--- src/rtl/spi_controller_if.sv ---
// spi_controller_if
//   Bundles the request/response handshake and the SPI pins of spi_controller.
//   master : requester side (drives the request fields) plus the target's MISO
//   slave  : the controller itself
//   Signals: ena, mode[1:0], req, wr_rdn, addr, wdata  -> controller
//            ready, done, rdata                        <- controller
//            spi_cs_n, spi_clk, spi_mosi               <- controller
//            spi_miso                                  -> controller
interface spi_controller_if #(
  parameter int REG_W = 8
);
  logic             ena;
  logic [1:0]       mode;
  logic             req;
  logic             wr_rdn;
  logic [REG_W-2:0] addr;
  logic [REG_W-1:0] wdata;
  logic             ready;
  logic             done;
  logic [REG_W-1:0] rdata;
  logic             spi_cs_n;
  logic             spi_clk;
  logic             spi_mosi;
  logic             spi_miso;

  modport master (
    output ena, mode, req, wr_rdn, addr, wdata, spi_miso,
    input  ready, done, rdata, spi_cs_n, spi_clk, spi_mosi
  );

  modport slave (
    input  ena, mode, req, wr_rdn, addr, wdata, spi_miso,
    output ready, done, rdata, spi_cs_n, spi_clk, spi_mosi
  );
endinterface

--- src/rtl/spi_controller.sv ---
// spi_controller
//   SPI initiator issuing single-register read/write frames of 2*REG_W bits,
//   MSB first: {wr_rdn, addr, data}. One request at a time; read data is
//   returned with a one-cycle done pulse.
//   Ports: clk   - system clock
//          rstb  - asynchronous active-low reset
//          bus   - spi_controller_if.slave (handshake + SPI pins)
//
//   state   | meaning
//   --------+--------------------------------------------------------
//   S_IDLE  | CS high, spi_clk follows mode[1], waits for req && ready
//   S_SETUP | CS low, clock idle for CLK_DIV cycles
//   S_SHIFT | 4*REG_W half-periods of CLK_DIV cycles, clock toggling
//   S_HOLD  | CS low, clock idle for CLK_DIV cycles, then done
module spi_controller #(
  parameter int REG_W   = 8,
  parameter int CLK_DIV = 4
) (
  input  logic           clk,
  input  logic           rstb,
  spi_controller_if.slave bus
);

  localparam int FW    = 2 * REG_W;
  localparam int HP_N  = 4 * REG_W;
  localparam int HP_W  = $clog2(HP_N);
  localparam int DIV_W = $clog2(CLK_DIV);
  localparam logic [DIV_W-1:0] DIV_MAX = DIV_W'(CLK_DIV - 1);
  localparam logic [HP_W-1:0]  HP_LAST = HP_W'(HP_N - 1);

  typedef enum logic [1:0] {S_IDLE, S_SETUP, S_SHIFT, S_HOLD} state_t;

  state_t           r_state, w_state;
  logic [DIV_W-1:0] r_div, w_div;
  logic [HP_W-1:0]  r_hp, w_hp;
  logic [FW-1:0]    r_shift, w_shift;
  logic [REG_W-1:0] r_rx, w_rx;
  logic [REG_W-1:0] r_rdata, w_rdata;
  logic             r_cs_n, w_cs_n;
  logic             r_sclk, w_sclk;
  logic             r_cpol, w_cpol;
  logic             r_cpha, w_cpha;
  logic             r_wr, w_wr;
  logic             r_done, w_done;
  logic             r_rdy, w_rdy;
  logic             w_lead;
  logic [REG_W-1:0] w_wdat;

  always_ff @(posedge clk or negedge rstb) begin
    if (!rstb) begin
      r_state <= S_IDLE;
      r_div   <= '0;
      r_hp    <= '0;
      r_shift <= '0;
      r_rx    <= '0;
      r_rdata <= '0;
      r_cs_n  <= 1'b1;
      r_sclk  <= 1'b0;
      r_cpol  <= 1'b0;
      r_cpha  <= 1'b0;
      r_wr    <= 1'b0;
      r_done  <= 1'b0;
      r_rdy   <= 1'b0;
    end else begin
      r_state <= w_state;
      r_div   <= w_div;
      r_hp    <= w_hp;
      r_shift <= w_shift;
      r_rx    <= w_rx;
      r_rdata <= w_rdata;
      r_cs_n  <= w_cs_n;
      r_sclk  <= w_sclk;
      r_cpol  <= w_cpol;
      r_cpha  <= w_cpha;
      r_wr    <= w_wr;
      r_done  <= w_done;
      r_rdy   <= w_rdy;
    end
  end

  always_comb begin
    w_state = r_state;
    w_div   = r_div;
    w_hp    = r_hp;
    w_shift = r_shift;
    w_rx    = r_rx;
    w_rdata = r_rdata;
    w_cs_n  = r_cs_n;
    w_sclk  = r_sclk;
    w_cpol  = r_cpol;
    w_cpha  = r_cpha;
    w_wr    = r_wr;
    w_done  = 1'b0;
    w_rdy   = 1'b0;
    // even half-period index ends on the leading edge
    w_lead  = ~r_hp[0];
    w_wdat  = bus.wr_rdn ? bus.wdata : '0;

    case (r_state)
      S_IDLE: begin
        w_cs_n = 1'b1;
        w_sclk = bus.mode[1];
        w_rdy  = 1'b1;
        if (bus.req && r_rdy && bus.ena) begin
          w_state = S_SETUP;
          w_cpol  = bus.mode[1];
          w_cpha  = bus.mode[0];
          w_wr    = bus.wr_rdn;
          w_shift = {bus.wr_rdn, bus.addr, w_wdat};
          w_rx    = '0;
          w_div   = DIV_MAX;
          w_hp    = '0;
          w_cs_n  = 1'b0;
          w_rdy   = 1'b0;
        end
      end
      S_SETUP: begin
        if (r_div == '0) begin
          w_state = S_SHIFT;
          w_div   = DIV_MAX;
        end else begin
          w_div = r_div - 1'b1;
        end
      end
      S_SHIFT: begin
        if (r_div == '0) begin
          w_div  = DIV_MAX;
          w_sclk = ~r_sclk;
          if (w_lead ^ r_cpha) begin
            w_rx = {r_rx[REG_W-2:0], bus.spi_miso};
          end else if (!(r_cpha && (r_hp == '0))) begin
            // CPHA=1 already presents the MSB, so the first leading edge holds it
            w_shift = {r_shift[FW-2:0], 1'b0};
          end
          if (r_hp == HP_LAST) begin
            w_state = S_HOLD;
          end else begin
            w_hp = r_hp + 1'b1;
          end
        end else begin
          w_div = r_div - 1'b1;
        end
      end
      S_HOLD: begin
        if (r_div == '0) begin
          w_state = S_IDLE;
          w_cs_n  = 1'b1;
          w_done  = 1'b1;
          w_shift = '0;
          if (!r_wr) begin
            w_rdata = r_rx;
          end
        end else begin
          w_div = r_div - 1'b1;
        end
      end
      default: begin
        w_state = S_IDLE;
      end
    endcase

    // disable aborts any frame without a done pulse
    if (!bus.ena) begin
      w_state = S_IDLE;
      w_cs_n  = 1'b1;
      w_sclk  = (r_state == S_IDLE) ? bus.mode[1] : r_cpol;
      w_done  = 1'b0;
      w_rdata = r_rdata;
      w_div   = '0;
      w_shift = '0;
      w_rdy   = 1'b1;
    end
  end

  assign bus.ready    = r_rdy & bus.ena;
  assign bus.done     = r_done;
  assign bus.rdata    = r_rdata;
  assign bus.spi_cs_n = r_cs_n;
  assign bus.spi_clk  = r_sclk;
  assign bus.spi_mosi = r_shift[FW-1];

endmodule

--- src/flat_wrapper.sv ---
// flat-port wrapper written by rule: the top's interface ports become plain ports
module spi_controller_flat 
#(
  parameter int REG_W   = 8,
  parameter int CLK_DIV = 4
)
  (clk, rstb, bus_ena, bus_mode, bus_req, bus_wr_rdn, bus_addr, bus_wdata, bus_spi_miso, bus_ready, bus_done, bus_rdata, bus_spi_cs_n, bus_spi_clk, bus_spi_mosi);
  spi_controller_if #(.REG_W(REG_W)) bus_i ();
  input  logic clk;
  input  logic rstb;
  input wire logic [$bits(bus_i.ena)-1:0] bus_ena;
  input wire logic [$bits(bus_i.mode)-1:0] bus_mode;
  input wire logic [$bits(bus_i.req)-1:0] bus_req;
  input wire logic [$bits(bus_i.wr_rdn)-1:0] bus_wr_rdn;
  input wire logic [$bits(bus_i.addr)-1:0] bus_addr;
  input wire logic [$bits(bus_i.wdata)-1:0] bus_wdata;
  input wire logic [$bits(bus_i.spi_miso)-1:0] bus_spi_miso;
  output wire logic [$bits(bus_i.ready)-1:0] bus_ready;
  output wire logic [$bits(bus_i.done)-1:0] bus_done;
  output wire logic [$bits(bus_i.rdata)-1:0] bus_rdata;
  output wire logic [$bits(bus_i.spi_cs_n)-1:0] bus_spi_cs_n;
  output wire logic [$bits(bus_i.spi_clk)-1:0] bus_spi_clk;
  output wire logic [$bits(bus_i.spi_mosi)-1:0] bus_spi_mosi;
  assign bus_i.ena = bus_ena;
  assign bus_i.mode = bus_mode;
  assign bus_i.req = bus_req;
  assign bus_i.wr_rdn = bus_wr_rdn;
  assign bus_i.addr = bus_addr;
  assign bus_i.wdata = bus_wdata;
  assign bus_i.spi_miso = bus_spi_miso;
  assign bus_ready = bus_i.ready;
  assign bus_done = bus_i.done;
  assign bus_rdata = bus_i.rdata;
  assign bus_spi_cs_n = bus_i.spi_cs_n;
  assign bus_spi_clk = bus_i.spi_clk;
  assign bus_spi_mosi = bus_i.spi_mosi;
  spi_controller #(.REG_W(REG_W), .CLK_DIV(CLK_DIV)) u_core (.clk(clk), .rstb(rstb), .bus(bus_i));
endmodule
--- config.mk ---
export PLATFORM = sky130hd
export DESIGN_NAME = spi_controller_flat
export DESIGN_NICKNAME = d
export VERILOG_FILES = /design/src/rtl/spi_controller_if.sv /design/src/rtl/spi_controller.sv /design/src/flat_wrapper.sv
export SDC_FILE = /design/constraint.sdc
export NUM_CORES = 1
export LEC_CHECK = 0
export ABC_AREA = 1
export BUFFER_PORTS_ARGS = -buffer_cell sky130_fd_sc_hd__buf_2
export CORE_MARGIN = 4
export CORE_UTILIZATION = 40
export CTS_CLUSTER_SIZE = 30
export DETAILED_ROUTE_END_ITERATION = 12
export GPL_TIMING_DRIVEN = 0
export PLACE_DENSITY = 0.57
export SETUP_SLACK_MARGIN = 0.5
export SLEW_MARGIN = 20
export SYNTH_ARGS = -nofsm -noshare
export SYNTH_HDL_FRONTEND = slang
export SYNTH_SLANG_ARGS = --single-unit
--- constraint.sdc ---
create_clock -name clk -period 2.7 [get_ports clk]
set_clock_uncertainty 0.1 [all_clocks]
set_input_delay 0.54 -clock clk [delete_from_list [all_inputs] [get_ports clk]]
set_output_delay 0.54 -clock clk [all_outputs]
set_load 0.01 [all_outputs]
==> results list <==
- Global-route wire length before repair: 9160 um
* Clock transition at the registers of the reported paths: 0.10 ns
* Max-slew headroom at the worst pin: 69.8%
- The tree built by TritonCTS fans out to 48 sinks.
* Effective utilization at floorplan: 42.2%
* Number of cells upsized or downsized after cts: 0
- Summed over all nets, the half-perimeter wirelength after detailed placement is 3900 um.
- Number of flip-flops and latches in the synthesized netlist: 48
- The routed design could run at a clock period as short as 1.96 ns.
* FFs w/ async S/R, synth: 100%
- In this run, distinct cell masters in the synthesized netlist total 28.
- In this run the clock root is driven by a clkbuf_8.
- Core area: 6060 um2
- The die is 87.9 um tall.
- For this block, the routed nets add up to 5320 um of wire.
* Number of nets with antenna violations after detailed routing: 0
* Number of buffers added by the clock tree synthesis step: 5
* Initial DRT Pass Iterations: 4
* Post-CTS setup buffer count: 0
- Setup violations remaining at the end of the flow were counted as 0.
* Pin count of the biggest net entering global routing: 18
- Compared with the post-synthesis result, the final layout area differs by 17.9%.
- At the worst endpoint, the required time is 2.80 ns.
- Along the worst path, the maximum fanout reaches 10.
- Leading cell type by number of instances after synthesis: nand2_1
- STA classifies the critical path endpoint as a flip-flop.
* Warnings, synthesis: 0
- For this design the ratio of total power to cell area is 900 nW/um2.
- By area the synthesized netlist is led by dfrtp_1, nand2_1, nand3_1.
- In the routed design, unresolved DRC markers number 0.
- The number of nets in the synthesized netlist is 354.
- Synthesis produced 323 cells.
* Type of the setup path with the least slack: flip-flop to flip-flop
- Clock latency at the later pin of the worst-skew pair: 0.30 ns
- Final cycle utilization of the critical path: 72.5%
- H-tree Lvls: 2
* Worst VDD drop: 0.000410 V
- Number of hold buffers added after cts: 0
- Die area: 7730 um2
- Global-route usage over all layers: 15.0%
* Number of DRC markers in iteration 0: 159
- In this run the deepest clock path goes through 2 buffers.
* Mean area per synthesized cell: 7.91 um2
- For this block, the via count after detailed routing is 2,117.
* I/O pin count: 36
- The net count of the finished layout is 397.
- Number of global-route vias before repair: 1,936
* Total cell area at the placement stage: 2870 um2
- After routing the design area is 3010 um2.
- Across the run, the number of max-cap violations was 0.
- Hold Vio Cnt, Final: 0
* Sequential fraction of the synthesis area: 47.1%
- Final slew viol count: 0
- Beginning of the worst register-to-register path: u_core.r_state[0]
- Summed over all layers, the global routing overflow is 0.
- The floorplan step set the die width to 87.9 um.
- At the end of routability-driven placement, the weighted congestion stood at 0.781.
- Launching element of the worst setup path: u_core.r_state[0]
* Share of Yosys cell area claimed by the top area cell type: 46.0%
- During placement, the flow inserted port buffers numbering 34.
- The floorplan has 28 rows.
- ANT cells: 0
- In the routed layout, each cell is associated on average with a via count of 4.79.
* Fmax: 511 MHz
- Yosys mapped a number of flops with a built-in enable equal to 0.
- Static power due to leakage: 1.69 nW
- Setup repair after global routing left no endpoint under its margin.
* Leading area contributor after synthesis: dfrtp_1
- Slew at the pin closest to its max-slew limit: 0.453 ns
- Antenna violations before repair: 0
- Counting instances in the post-synthesis netlist gives the leading cell types as nand2_1, nand3_1, dfrtp_1.
- Data on the critical path arrives at its endpoint at 2.06 ns.
- Netlist area before placement: 2550 um2
* Sort of element at the start of the critical path: flip-flop
- Status: finished, final reports clean
- After detailed routing, the average wire length per cell comes to 12.0 um.
- Layout cell share with drive strength beyond 1: 19.9%
- The worst hold path belongs to the class primary input to async pin.
* Final setup TNS: 0 ns
- In the synthesized netlist the dominant register cell turns out to be dfrtp_1.
* CTS tree: yes
[report_power, final]
group / total [mW] / leakage [nW] / switching, mW / internal (mW)
logic: 1.10 / 0.981 / 0.725 / 0.370
clock network: 0.628 / 0.0687 / 0.255 / 0.373
registers: 0.986 / 0.638 / 0.0961 / 0.890
[path summary, 6_finish.rpt]
kind | depth (start not counted) | slack [ns] | to
min in group clk | 3 | 0.36 | u_core.r_rx[0]
hold reg to reg | 2 | 0.37 | u_core.bus.rdata[0]
max in group asynchronous | 3 | 1.74 | u_core.bus.spi_cs_n
setup reg to reg | 10 | 0.74 | u_core.r_shift[12]
setup / recovery | 10 | 0.74 | u_core.r_shift[12]
hold / removal | 1 | 0.06 | u_core.bus.rdata[2]
[final cells by class]
class                      instances  area, um2
inverter                          22       87.6
tap                               75       93.8
clock inverter                     3       68.8
buffer                            10       68.8
fill                             612       3050
timing repair buffer              36        225
multi-input combinational        243       1200
sequential                        48       1200
clock buffer                       5       68.8
[stage by stage]
stage	setup slack [ns]	std cells	hold slack [ns]	total power [mW]	util (%)
2_1_floorplan	0.977	323	0.144	1.82	-
3_3_place_gp	0.779	432	0.349	2.09	46.5
3_5_place_dp	0.788	434	0.354	2.11	47.4
4_1_cts	0.745	442	0.0712	2.75	49.7
5_1_grt	0.614	442	0.0764	2.95	49.7
6_report	0.744	442	0.0645	2.71	49.7
[layer usage]
metal	vias up	share of wire, %	track usage, %
met2	32	43	22.9
met4	0	1.1	4.18
met5	-	0	0
met3	6	3.9	3.57
met1	956	52	21.4
li1	1123	-	-
[kinds of logic (layout without fill, tap and decap cells)]
logic type                 after synthesis  after routing  share of synthesized area (%)
AOI/OAI and AO/OA                       28             28                           5.58
xor gates and xnor gates                 1              1                          0.343
adders and majority gates                8              8                           3.92
buffers and inverters                   32             76                           6.12
DFF                                     48             48                           47.1
and+or+nand+nor                        206            206                           37.0
[placed cells by master (no fill, tap or decap), types with 2 or more instances in the layout]
master,count
a21oi_1,5
nand2_1,126
nor2_1,12
buf_6,2
clkbuf_8,5
buf_2,38
bufinv_16,2
nand2_4,2
nor2_8,2
nand3_1,50
inv_1,17
inv_2,3
buf_16,2
buf_4,3
dfrtp_1,47
nand2_2,5
ha_1,8
o21ai_0,21
nor2_4,4
[critical path: stages (launching register included)]
cell and delay [ns]:
dfrtp_1 0.42, inv_1 0.13, ha_1 0.21, buf_2 0.17, nand3_1 0.15, inv_1 0.12
nor2_8 0.19, nand2_4 0.10, buf_6 0.16, nand2_1 0.05, nand2_1 0.05
[registers in the layout, summed over array words and instances, names as in the netlist, 2 cells and up]
register	flops
u_core.r_shift	16
u_core.bus.rdata	8
u_core.r_rx	8
u_core.r_hp	5
u_core.r_div	2
u_core.r_state	2
Power figures use the tool's default switching activity.
